===== src/rtl/trainer_dip_debounce_pkg.sv =====
// Shared defaults for the trainer DIP switch conditioning block.
package trainer_dip_debounce_pkg;

    localparam int DIP_WIDTH         = 8;
    localparam int DIP_CNT_BITS      = 16;
    localparam int CLK_HZ            = 50_000_000;
    localparam int DIP_STABLE_CYCLES = 50_000;

    // Each bit either agrees with its stable value or is counting a mismatch.
    typedef enum logic {
        DIP_IDLE     = 1'b0,
        DIP_COUNTING = 1'b1
    } dip_bit_state_e;

    function automatic int ms_to_cycles(input int ms);
        return (CLK_HZ / 1000) * ms;
    endfunction

endpackage


===== src/rtl/dip_debounce_bit.sv =====
// One switch bit: two-flop synchroniser, stability counter, stable flop and edge pulses.
module dip_debounce_bit
    import trainer_dip_debounce_pkg::*;
#(
    parameter int STABLE_CYCLES = DIP_STABLE_CYCLES,
    parameter int CNT_BITS      = DIP_CNT_BITS
) (
    input  logic clk,
    input  logic rst,
    input  logic raw,
    output logic stable,
    output logic rise,
    output logic fall,
    output logic upd
);

    localparam logic [CNT_BITS-1:0] LAST = CNT_BITS'(STABLE_CYCLES - 1);

    logic                s1;
    logic                s2;
    logic [CNT_BITS-1:0] cnt;
    dip_bit_state_e      state;

    assign state = (s2 == stable) ? DIP_IDLE : DIP_COUNTING;
    // Acceptance happens on the edge where the mismatch run reaches its full length.
    assign upd   = (state == DIP_COUNTING) && (cnt == LAST);

    always_ff @(posedge clk) begin
        if (rst) begin
            s1     <= 1'b0;
            s2     <= 1'b0;
            cnt    <= '0;
            stable <= 1'b0;
            rise   <= 1'b0;
            fall   <= 1'b0;
        end else begin
            s1   <= raw;
            s2   <= s1;
            rise <= 1'b0;
            fall <= 1'b0;
            case (state)
                DIP_IDLE: cnt <= '0;
                DIP_COUNTING: begin
                    if (upd) begin
                        stable <= s2;
                        cnt    <= '0;
                        rise   <= s2;
                        fall   <= ~s2;
                    end else begin
                        cnt <= cnt + 1'b1;
                    end
                end
                default: cnt <= '0;
            endcase
        end
    end

endmodule


===== src/rtl/trainer_dip_debounce.sv =====
// Debounced trainer DIP switch bank with per-bit edge pulses and aggregate change flag.
// Define DIP_CHANGE_STICKY_EN to make dip_changed hold until dip_ack.
module trainer_dip_debounce
    import trainer_dip_debounce_pkg::*;
#(
    parameter int WIDTH         = DIP_WIDTH,
    parameter int STABLE_CYCLES = DIP_STABLE_CYCLES,
    parameter int CNT_BITS      = DIP_CNT_BITS
) (
    input  logic             clk,
    input  logic             rst,
    input  logic [WIDTH-1:0] trainer_dip,
    output logic [WIDTH-1:0] dip_stable,
    output logic [WIDTH-1:0] dip_rise,
    output logic [WIDTH-1:0] dip_fall,
    output logic             dip_changed,
    input  logic             dip_ack
);

    logic [WIDTH-1:0] upd;

    for (genvar i = 0; i < WIDTH; i++) begin : g_bit
        dip_debounce_bit #(
            .STABLE_CYCLES(STABLE_CYCLES),
            .CNT_BITS     (CNT_BITS)
        ) u_bit (
            .clk   (clk),
            .rst   (rst),
            .raw   (trainer_dip[i]),
            .stable(dip_stable[i]),
            .rise  (dip_rise[i]),
            .fall  (dip_fall[i]),
            .upd   (upd[i])
        );
    end

    // Driven from the same update strobe as the pulses so it lines up with them.
`ifdef DIP_CHANGE_STICKY_EN
    always_ff @(posedge clk) begin
        if (rst)          dip_changed <= 1'b0;
        else if (|upd)    dip_changed <= 1'b1;
        else if (dip_ack) dip_changed <= 1'b0;
    end
`else
    logic unused_ack;
    assign unused_ack = dip_ack;

    always_ff @(posedge clk) begin
        if (rst) dip_changed <= 1'b0;
        else     dip_changed <= |upd;
    end
`endif

endmodule


===== config.mk =====
export PLATFORM = sky130hd
export DESIGN_NAME = trainer_dip_debounce
export DESIGN_NICKNAME = d
export VERILOG_FILES = /design/src/rtl/trainer_dip_debounce_pkg.sv /design/src/rtl/dip_debounce_bit.sv /design/src/rtl/trainer_dip_debounce.sv
export SDC_FILE = /design/constraint.sdc
export NUM_CORES = 1
export LEC_CHECK = 0
export ABC_AREA = 1
export CAP_MARGIN = 10
export CORE_MARGIN = 1
export CORE_UTILIZATION = 46
export DETAILED_ROUTE_END_ITERATION = 8
export PLACE_DENSITY = 0.75
export SLEW_MARGIN = 10
export SYNTH_ARGS = -nofsm -noshare
export SYNTH_HDL_FRONTEND = slang
export SYNTH_SLANG_ARGS = --single-unit

===== constraint.sdc =====
create_clock -name clk -period 1.45 [get_ports clk]
set_input_delay 0.145 -clock clk [delete_from_list [all_inputs] [get_ports clk]]
set_output_delay 0.145 -clock clk [all_outputs]
set_load 0.05 [all_outputs]

==> results.tsv, run 1 <==
stage	metric	value	unit
grt	vias in the first global route	6003	
finish	share of layout cells above drive strength 1	0.244	
power_and_ir_drop	Pwr per Cell Area	981	mW/mm²
die	core area	0.0159	mm²
place	DP HPWL	10.7	mm
drt	Post-DRT Antenna Nets	0	
grt	GRT Total Usage	0.192	
place	DP Area	0.00846	mm²
yosys	largest family of logic cells by synthesized area	simple AND/OR/NAND/NOR gates	
clock_tree	Clock Latency Late Sink	430	ps
clock_tree	total CTS buffers	17	
finish	Final #Nets	1134	
yosys	Synth Area in Adders	0.0133	
critical_path	CP required	1810	ps
grt	global-route wire length before repair	25.8	mm
clock_tree	hold_buf cts	0	
yosys	Synth Area in Simple Gates	0.319	
critical_path	Worst Setup SP	g_bit[4].u_bit.cnt[1]	
drt	final WL	15.8	mm
timing	final setup margin	-23.8	ps
run_status	failing checks	setup timing	
clock_tree	clk sinks	169	
yosys	Post-synth EDFFs	0	
timing	final cycle utilization of the critical path	1.02	
clock_tree	Clk pin slew, worst setup/hold paths	60	ps
critical_path	critical path arrival	1840	ps
die	Die Ht	130	µm
clock_tree	TritonCTS clock tree	yes	
power_and_ir_drop	VDD IR max	0.922	mV
drt	detailed router's first-iteration violation count	333	
die	die width	130	µm
yosys	ys async rst share	0	
yosys	Post-Syn Nets	1032	
timing	relative slew slack	0.810	
die	IO Count	36	
drt	routed vias/inst	4.81	
critical_path	RR Endpoint	g_bit[4].u_bit.cnt[12]	
yosys	cells after synthesis	1013	
critical_path	worst r2r path cells	6	
yosys	register area share after synthesis	0.449	
drt	Vias	6459	
timing	Max Slew Vio Count	0	
timing	final count of hold timing violations	0	
die	initial core utilization	0.472	
grt	grt total ovfl	0	
finish	Layout Utilization	0.603	
finish	Reg area	0.00340	mm²
clock_tree	CTS root buf	clkbuf_16	
timing	RSZ-0062 raised after global routing	yes	
yosys	syn_area_per_cell	7.43	µm²
critical_path	Reg2Reg Setup Slack	-20	ps
grt	initial antenna violation count	0	
clock_tree	CTS Buffer Depth	2	
timing	Setup violations, final	1	
timing	Post-Route Skew	6.47	ps
critical_path	kind of critical path	flip-flop to flip-flop	
finish	number of fill cells	1366	
die	total die area	0.0169	mm²
finish	number of diodes	0	
yosys	#FFs+latches synth	169	
clock_tree	CTS H-tree depth	4	
drt	DR pass1 iterations	5	
yosys	Synth Area in Compound Gates	0.0648	
critical_path	Startpoint Class	flip-flop	
run_status	status	finished with violations	
finish	Area Growth Syn to Fin	27.7	%
critical_path	worst-path fanout max	5	
yosys	mux cell area share after synthesis	0	
critical_path	reg2reg start	g_bit[4].u_bit.cnt[1]	
finish	multi-input logic area	0.00381	mm²
place	buffers added on ports	34	
job	max_cap viols	0	
yosys	synthesized area	0.00753	mm²
drt	wire length per cell	11.8	µm
yosys	Yosys cell types	36	
timing	Least-Margin Pin Slew	284	ps
yosys	post-synthesis xor/xnor area fraction	0.0535	
finish	fin area	0.00962	mm²
place	Routability Congestion	0.870	
grt	largest net degree at the start of global routing	20	
yosys	yosys warns	0	
critical_path	Setup crit end	g_bit[4].u_bit.cnt[12]	
critical_path	CP endpoint kind	flip-flop	
die	# rows	46	
min_path	Hold WC Path Type	primary input to flip-flop	
timing	minimum clock period	1470	ps
drt	DRC viols	0	
power_and_ir_drop	Leak	0.00374	µW
yosys	top_reg_cell synth	dfxtp_1	
min_path	hold path startpoint	trainer_dip[3]	
timing	f_max	679	MHz
-- cell usage in the layout (no fill, tap or decap), types with 17 or more instances in the layout --
cell type / Yosys / routed
buf_4: 28 / 92
xnor2_1: 17 / 17
nor3_1: 47 / 40
nand2_1: 173 / 153
nand4_1: 20 / 20
clkbuf_16: 0 / 18
xor2_1: 29 / 25
nor2_2: 8 / 20
nand2_2: 7 / 22
inv_1: 134 / 127
nand3_1: 55 / 48
nor2_1: 185 / 164
dfxtp_1: 169 / 153
a21oi_1: 48 / 48
-- power breakdown --
group	leakage [µW]	internal, µW	switching [µW]
Clock	0.000287	2710	1840
Combinational	0.00208	95.4	100
Sequential	0.00137	4670	20.2
Total	0.00374	7470	1960
-- synth_stat cells, drive strengths merged (4+ instances only) --
master | n | share of area
xnor2 | 17 | 0.020
nand4 | 20 | 0.017
nand2 | 180 | 0.092
dfxtp | 169 | 0.45
o21a | 4 | 0.0040
buf | 29 | 0.029
or2 | 10 | 0.0083
o21ai | 21 | 0.014
inv | 138 | 0.069
a21oi | 52 | 0.039
xor2 | 29 | 0.034
nor3b | 11 | 0.012
nand3 | 58 | 0.041
nor2 | 193 | 0.099
nor3 | 56 | 0.046
ha | 8 | 0.013
-- cell families (layout without fill, tap and decap cells) --
| kind of cell | count (synthesis) | after routing |
|---|---|---|
| flops | 169 | 169 |
| fa+ha+maj | 8 | 8 |
| buf+inv | 171 | 285 |
| simple gates | 533 | 533 |
| compound gates | 86 | 87 |
| xor+xnor | 46 | 46 |
-- per-stage QoR --
| stage | setup slack [ps] | power [µW] | cells | hold slack [ps] | setup TNS, ps |
|---|---|---|---|---|---|
| after floorplan | 58.1 | 4870 | 1013 | 252 | 0 |
| after global placement | -221 | 4960 | 1300 | 390 | -12300 |
| after detailed placement | -274 | 4970 | 1300 | 400 | -17860 |
| after CTS | 3.35 | 9500 | 1332 | 207 | 0 |
| after global routing | -84.8 | 9720 | 1344 | 225 | -416 |
| final | -23.8 | 9430 | 1344 | 220 | -23.8 |
-- flip-flops by register name, indices dropped and copies added, names as in the netlist --
| signal | flops |
|---|---|
| g_bit.u_bit.stable | 8 |
| g_bit.u_bit.s2 | 8 |
| dip_changed | 1 |
| g_bit.u_bit.cnt | 128 |
| g_bit.u_bit.s1 | 8 |
| g_bit.u_bit.rise | 8 |
| g_bit.u_bit.fall | 8 |
-- repair_timing --
action,4_1_cts,5_1_grt
endpoints found under the setup margin,60,134
setup buffers,0,11
pin swaps,6,23
gates cloned,0,2
gates resized for setup,18,113
-- cell type report --
class	count	share of cell area
sequential	169	0.354
clock buffer	21	0.0500
multi-input combinational	674	0.396
inverter	139	0.0548
timing repair buffer	114	0.105
tap	216	0.0281
clock inverter	11	0.0124
-- critical path, cell delays in order, from the launching register on --
cell     delay, ps
dfxtp_2        350
ha_4           160
nand3_4        120
nor3_4         280
nand4_1        230
nand2_1        120
nor3b_2        150
-- worst min-delay path by stage --
stage,slack (ps),endpoint,depth (start not counted)
CTS,210,g_bit[3].u_bit.s1,3
detailed placement,400,g_bit[4].u_bit.s2,2
finish,220,g_bit[3].u_bit.s1,3
global placement,390,g_bit[7].u_bit.s2,2
global route,220,g_bit[2].u_bit.s1,3
floorplan,250,g_bit[0].u_bit.s1,2
-- per-layer routing --
metal | track usage | vias up | part of all wire
met4 | 0.0732 | 0 | 0.018
li1 | - | 3384 | -
met3 | 0.0447 | 27 | 0.032
met2 | 0.337 | 103 | 0.50
met1 | 0.228 | 2945 | 0.45
met5 | 0 | - | 0
Power figures use the tool's default switching activity.
==> run 2, diff against run 1 <==
Settings changed: CELL_PAD_IN_SITES_DETAIL_PLACEMENT from default to 0, CELL_PAD_IN_SITES_GLOBAL_PLACEMENT from default to 1, CORE_UTILIZATION 46 to 40, PLACE_DENSITY 0.75 to 0.84.
==> run 2 against run 1 <==
Effect of this change:
- setup slack gained 65 ps
- critical endpoint is now g_bit[7].u_bit.cnt[8]
- clock skew grew 5.1 ps
- the run ends with DRC left
- non-clock buffer count grew 4
- utilization shrank 7.3 points
==> results.tsv, run 2 (same netlist as run 1, synthesis figures left out) <==
stage	metric	value	unit
run_status	status	finished with violations	
run_status	failing checks	DRC	
clock_tree	Clock Latency Late Sink	420	ps
finish	number of fill cells	1694	
place	pre-CTS setup slack	-217	ps
clock_tree	Clk pin slew, worst setup/hold paths	60	ps
grt	grt total ovfl	0	
finish	Final #Nets	1138	
clock_tree	CTS Buffer Depth	2	
power_and_ir_drop	Leak	0.00383	µW
power_and_ir_drop	VDD IR max	0.823	mV
critical_path	CP required	1760	ps
die	Die Ht	139	µm
finish	fin area	0.00965	mm²
timing	Min Hold Slack	275	ps
power_and_ir_drop	Psw	2020	µW
finish	fin cells	1361	
timing	Setup violations, final	0	
critical_path	kind of critical path	flip-flop to flip-flop	
timing	final count of hold timing violations	0	
place	DP Area	0.00857	mm²
timing	relative slew slack	0.780	
finish	number of flip-flops under the largest register name	128	
critical_path	CP endpoint kind	flip-flop	
finish	commonest non-fill, non-tap cell in the layout	nor2_1	
timing	f_max	710	MHz
drt	wire length per cell	11.4	µm
place	dpl cells	1322	
die	core area	0.0182	mm²
grt	vias in the first global route	5785	
clock_tree	CTS root buf	clkbuf_16	
drt	detailed router's first-iteration violation count	278	
place	DP HPWL	11.1	mm
drt	Vias	6302	
finish	number of diodes	0	
timing	final cycle utilization of the critical path	0.971	
finish	Biggest register	g_bit.u_bit.cnt	
grt	global-route wire length before repair	25.6	mm
timing	final setup margin	41.5	ps
drt	routed vias/inst	4.63	
die	die width	139	µm
finish	share of layout cells above drive strength 1	0.235	
drt	DRC viols	3	
timing	minimum clock period	1410	ps
clock_tree	TritonCTS clock tree	yes	
clock_tree	clk sinks	169	
timing	Post-Route Skew	11.5	ps
power_and_ir_drop	Internal	7240	µW
grt	largest net degree at the start of global routing	19	
grt	GRT Total Usage	0.161	
drt	DR pass1 iterations	6	
critical_path	Startpoint Class	flip-flop	
timing	Max Slew Vio Count	0	
die	IO Count	36	
drt	final WL	15.5	mm
power_and_ir_drop	Comb power frac	0.021	
power_and_ir_drop	Pwr per Cell Area	958	mW/mm²
job	max_cap viols	0	
drt	Post-DRT Antenna Nets	0	
power_and_ir_drop	Clock power frac	0.473	
timing	RSZ-0062 raised after global routing	yes	
power_and_ir_drop	Power Total	9250	µW
clock_tree	total CTS buffers	17	
place	buffers added on ports	34	
critical_path	critical path arrival	1720	ps
power_and_ir_drop	sequential power share	0.506	
critical_path	worst-path fanout max	3	
clock_tree	CTS H-tree depth	4	
power_and_ir_drop	switching share of power	0.218	
finish	most frequent cells in the layout	nor2_1 (165), dfxtp_1 (155), nand2_1 (154)	
die	initial core utilization	0.414	
die	total die area	0.0194	mm²
finish	Area Growth Syn to Fin	28.2	%
place	Routability Congestion	0.800	
timing	Least-Margin Pin Slew	329	ps
min_path	Hold WC Path Type	primary input to flip-flop	
die	# rows	49	
grt	initial antenna violation count	0	
==> run 2: cell types whose count changed in the layout (fill, tap and decap cells not counted), moves of 5 or more <==
cell,previous run,this run
nand2_2,22,17
nor3_2,10,5
nand3_2,8,3
nor2_2,20,15
==> run 2: worst paths after layout <==
check,start,slack (ps),cells past startpoint,endpoint
setup reg to reg,g_bit[7].u_bit.cnt[1],40,8,g_bit[7].u_bit.cnt[8]
setup / recovery,g_bit[7].u_bit.cnt[1],40,8,g_bit[7].u_bit.cnt[8]
hold reg to reg,g_bit[0].u_bit.s1,400,2,g_bit[0].u_bit.s2
hold / removal,trainer_dip[1],280,3,g_bit[1].u_bit.s1
==> run 2: per-layer routing <==
metal	global-route usage	vias to the layer above	part of all wire
met2	0.276	64	0.48
met3	0.0390	9	0.023
met1	0.200	2830	0.49
met4	0.0509	0	0.0069
li1	-	3399	-
met5	0	-	0
==> run 2: power groups by stage <==
stage	Clock [µW]	Sequential, µW	Combinational [µW]
CTS	4480	4680	181
finish	4370	4690	194
global placement	0	4790	176
global route	4690	4690	215
floorplan	0	4790	84.6
detailed placement	0	4790	178
==> run 2: layout make-up <==
class / count / area (µm²) / share of cell area
multi-input cells: 674 / 3800 / 0.394
inverters: 139 / 522 / 0.0541
clock buffers: 20 / 457 / 0.0473
clock inverters: 12 / 118 / 0.0122
flip-flops and latches: 169 / 3400 / 0.352
repair buffers: 118 / 1070 / 0.110
well taps: 229 / 287 / 0.0297
==> run 2: timing repair <==
item | CTS | global route
gates cloned | 0 | 2
endpoints found under the hold margin | 0 | 0
pin swaps | 4 | 25
setup buffers | 2 | 3
hold buffers | 0 | 0
resized for setup | 15 | 114
setup endpoints to repair | 45 | 130
==> run 2: critical path, cell delays in order, from the launching register on <==
cell	delay, ps
dfxtp_2	350
ha_4	150
nand2_4	50
buf_6	120
nor3_4	180
nand2_2	110
buf_6	120
o211ai_1	160
a21oi_1	60
==> run 2: stage by stage <==
stage	utilization	TNS (ps)
3_5_place_dp	0.471	-15630
2_1_floorplan	-	0
5_1_grt	0.530	-194
3_3_place_gp	0.471	-11530
4_1_cts	0.506	-9.88
6_report	0.530	0
==> run 3, diff against run 2 <==
Settings changed: SETUP_SLACK_MARGIN from default to 0.5.
==> run 3 against run 2 <==
Effect of this change:
- the run still ends with DRC left
- setup slack improved by 18 ps
- via count increased by 6.2%
- fmax increased by 1.3%
- die area unchanged
- count of clock-buffer cells in the layout decreased by 1
- highest routed layer unchanged
- clock power increased by 5.5%
- combinational power increased by 37%
- flip-flop and latch count unchanged
- critical path type unchanged
==> results.tsv, run 3 (same netlist as run 1, synthesis figures left out) <==
stage	metric	value	unit
critical_path	kind of critical path	flip-flop to flip-flop	
timing	RSZ-0062 raised after global routing	yes	
drt	detailed router's first-iteration violation count	244	
finish	number of diodes	0	
clock_tree	total CTS buffers	17	
timing	f_max	719	MHz
finish	fin cells	1391	
finish	number of flip-flops under the largest register name	128	
die	# rows	49	
finish	fin area	0.0114	mm²
die	IO Count	36	
power_and_ir_drop	Leak	0.00448	µW
power_and_ir_drop	Power Total	9520	µW
finish	multi-input logic area	0.00488	mm²
timing	Least-Margin Pin Slew	362	ps
grt	initial antenna violation count	0	
finish	Area Growth Syn to Fin	51.7	%
finish	Biggest register	g_bit.u_bit.cnt	
run_status	status	finished with violations	
timing	Max Slew Vio Count	0	
clock_tree	Clock Latency Late Sink	430	ps
die	Die Ht	139	µm
finish	commonest non-fill, non-tap cell in the layout	nand2_1	
place	dpl cells	1279	
clock_tree	CTS Buffer Depth	2	
drt	DRC viols	3	
place	Routability Congestion	0.799	
clock_tree	CTS root buf	clkbuf_16	
place	DP HPWL	10.8	mm
drt	Vias	6691	
drt	Post-DRT Antenna Nets	0	
critical_path	critical path arrival	1700	ps
timing	minimum clock period	1390	ps
power_and_ir_drop	VDD IR max	0.872	mV
die	initial core utilization	0.414	
clock_tree	Clk pin slew, worst setup/hold paths	60	ps
timing	final cycle utilization of the critical path	0.959	
timing	final setup margin	59.0	ps
clock_tree	clk sinks	169	
drt	routed vias/inst	4.81	
grt	GRT Total Usage	0.181	
critical_path	CP required	1760	ps
clock_tree	CTS H-tree depth	4	
timing	final count of hold timing violations	0	
finish	Reg area	0.00358	mm²
finish	number of fill cells	1453	
drt	DR pass1 iterations	7	
drt	final WL	17.5	mm
critical_path	CP endpoint kind	flip-flop	
place	pre-CTS setup slack	-104	ps
die	core area	0.0182	mm²
finish	Final #Nets	1168	
die	die width	139	µm
critical_path	Startpoint Class	flip-flop	
place	DP Area	0.00874	mm²
run_status	failing checks	DRC	
clock_tree	TritonCTS clock tree	yes	
grt	grt total ovfl	0	
timing	Post-Route Skew	6.77	ps
job	max_cap viols	0	
place	buffers added on ports	34	
grt	vias in the first global route	6277	
critical_path	worst-path fanout max	3	
power_and_ir_drop	Pwr per Cell Area	833	mW/mm²
grt	largest net degree at the start of global routing	17	
grt	global-route wire length before repair	28.4	mm
finish	most frequent cells in the layout	nand2_1 (122), nor2_1 (115), inv_1 (113)	
finish	share of layout cells above drive strength 1	0.484	
drt	wire length per cell	12.6	µm
min_path	Hold WC Path Type	primary input to flip-flop	
timing	Setup violations, final	0	
timing	relative slew slack	0.757	
finish	Layout Utilization	0.627	
die	total die area	0.0194	mm²
==> run 3: worst paths after layout <==
check | start | endpoint | slack, ps | cells past startpoint
setup / recovery | g_bit[5].u_bit.cnt[0] | g_bit[5].u_bit.cnt[6] | 60 | 9
hold / removal | trainer_dip[1] | g_bit[1].u_bit.s1 | 220 | 3
setup reg to reg | g_bit[5].u_bit.cnt[0] | g_bit[5].u_bit.cnt[6] | 60 | 9
hold reg to reg | g_bit[0].u_bit.s1 | g_bit[0].u_bit.s2 | 390 | 2
==> run 3: timing repair <==
action	in CTS	in global routing
gates resized for setup	237	176
buffers inserted	46	30
setup endpoints to repair	178	178
hold buffers	0	0
cloned	4	0
pin swaps	61	68
==> run 3: metal layers <==
metal | share of wire | vias to the layer above | wire [µm] | GRT usage
li1 | - | 3469 | - | -
met1 | 0.45 | 3079 | 7810 | 0.219
met2 | 0.50 | 108 | 8800 | 0.309
met3 | 0.029 | 35 | 507 | 0.0387
met4 | 0.023 | 0 | 404 | 0.0801
met5 | 0 | - | 0 | 0
==> run 3: critical path, stage by stage, from the launching register on <==
cell	delay, ps
dfxtp_4	360
ha_4	140
nand2_4	60
inv_4	60
nand2_4	50
buf_4	130
buf_4	120
nor2_2	100
xnor2_1	160
nor2_1	90
==> run 3: final cells by class <==
type	count	area share
Multi-Input combinational cell	676	0.427
Sequential cell	169	0.314
Timing Repair Buffer	146	0.133
Inverter	139	0.0485
Clock buffer	19	0.0388
Tap cell	229	0.0251
Clock inverter	13	0.0135
==> run 3: per-stage QoR <==
| stage | setup TNS, ps | hold WS (ps) |
|---|---|---|
| final | 0 | 223 |
| after global routing | -18.4 | 248 |
| after CTS | 0 | 209 |
| after detailed placement | -2390 | 393 |
| after global placement | -1940 | 391 |
| after floorplan | 0 | 252 |
==> run 3: power breakdown <==
part	internal, µW	leakage [µW]	switching (µW)
clock network	2740	0.000296	1870
logic	128	0.00277	137
registers	4610	0.00142	25.7
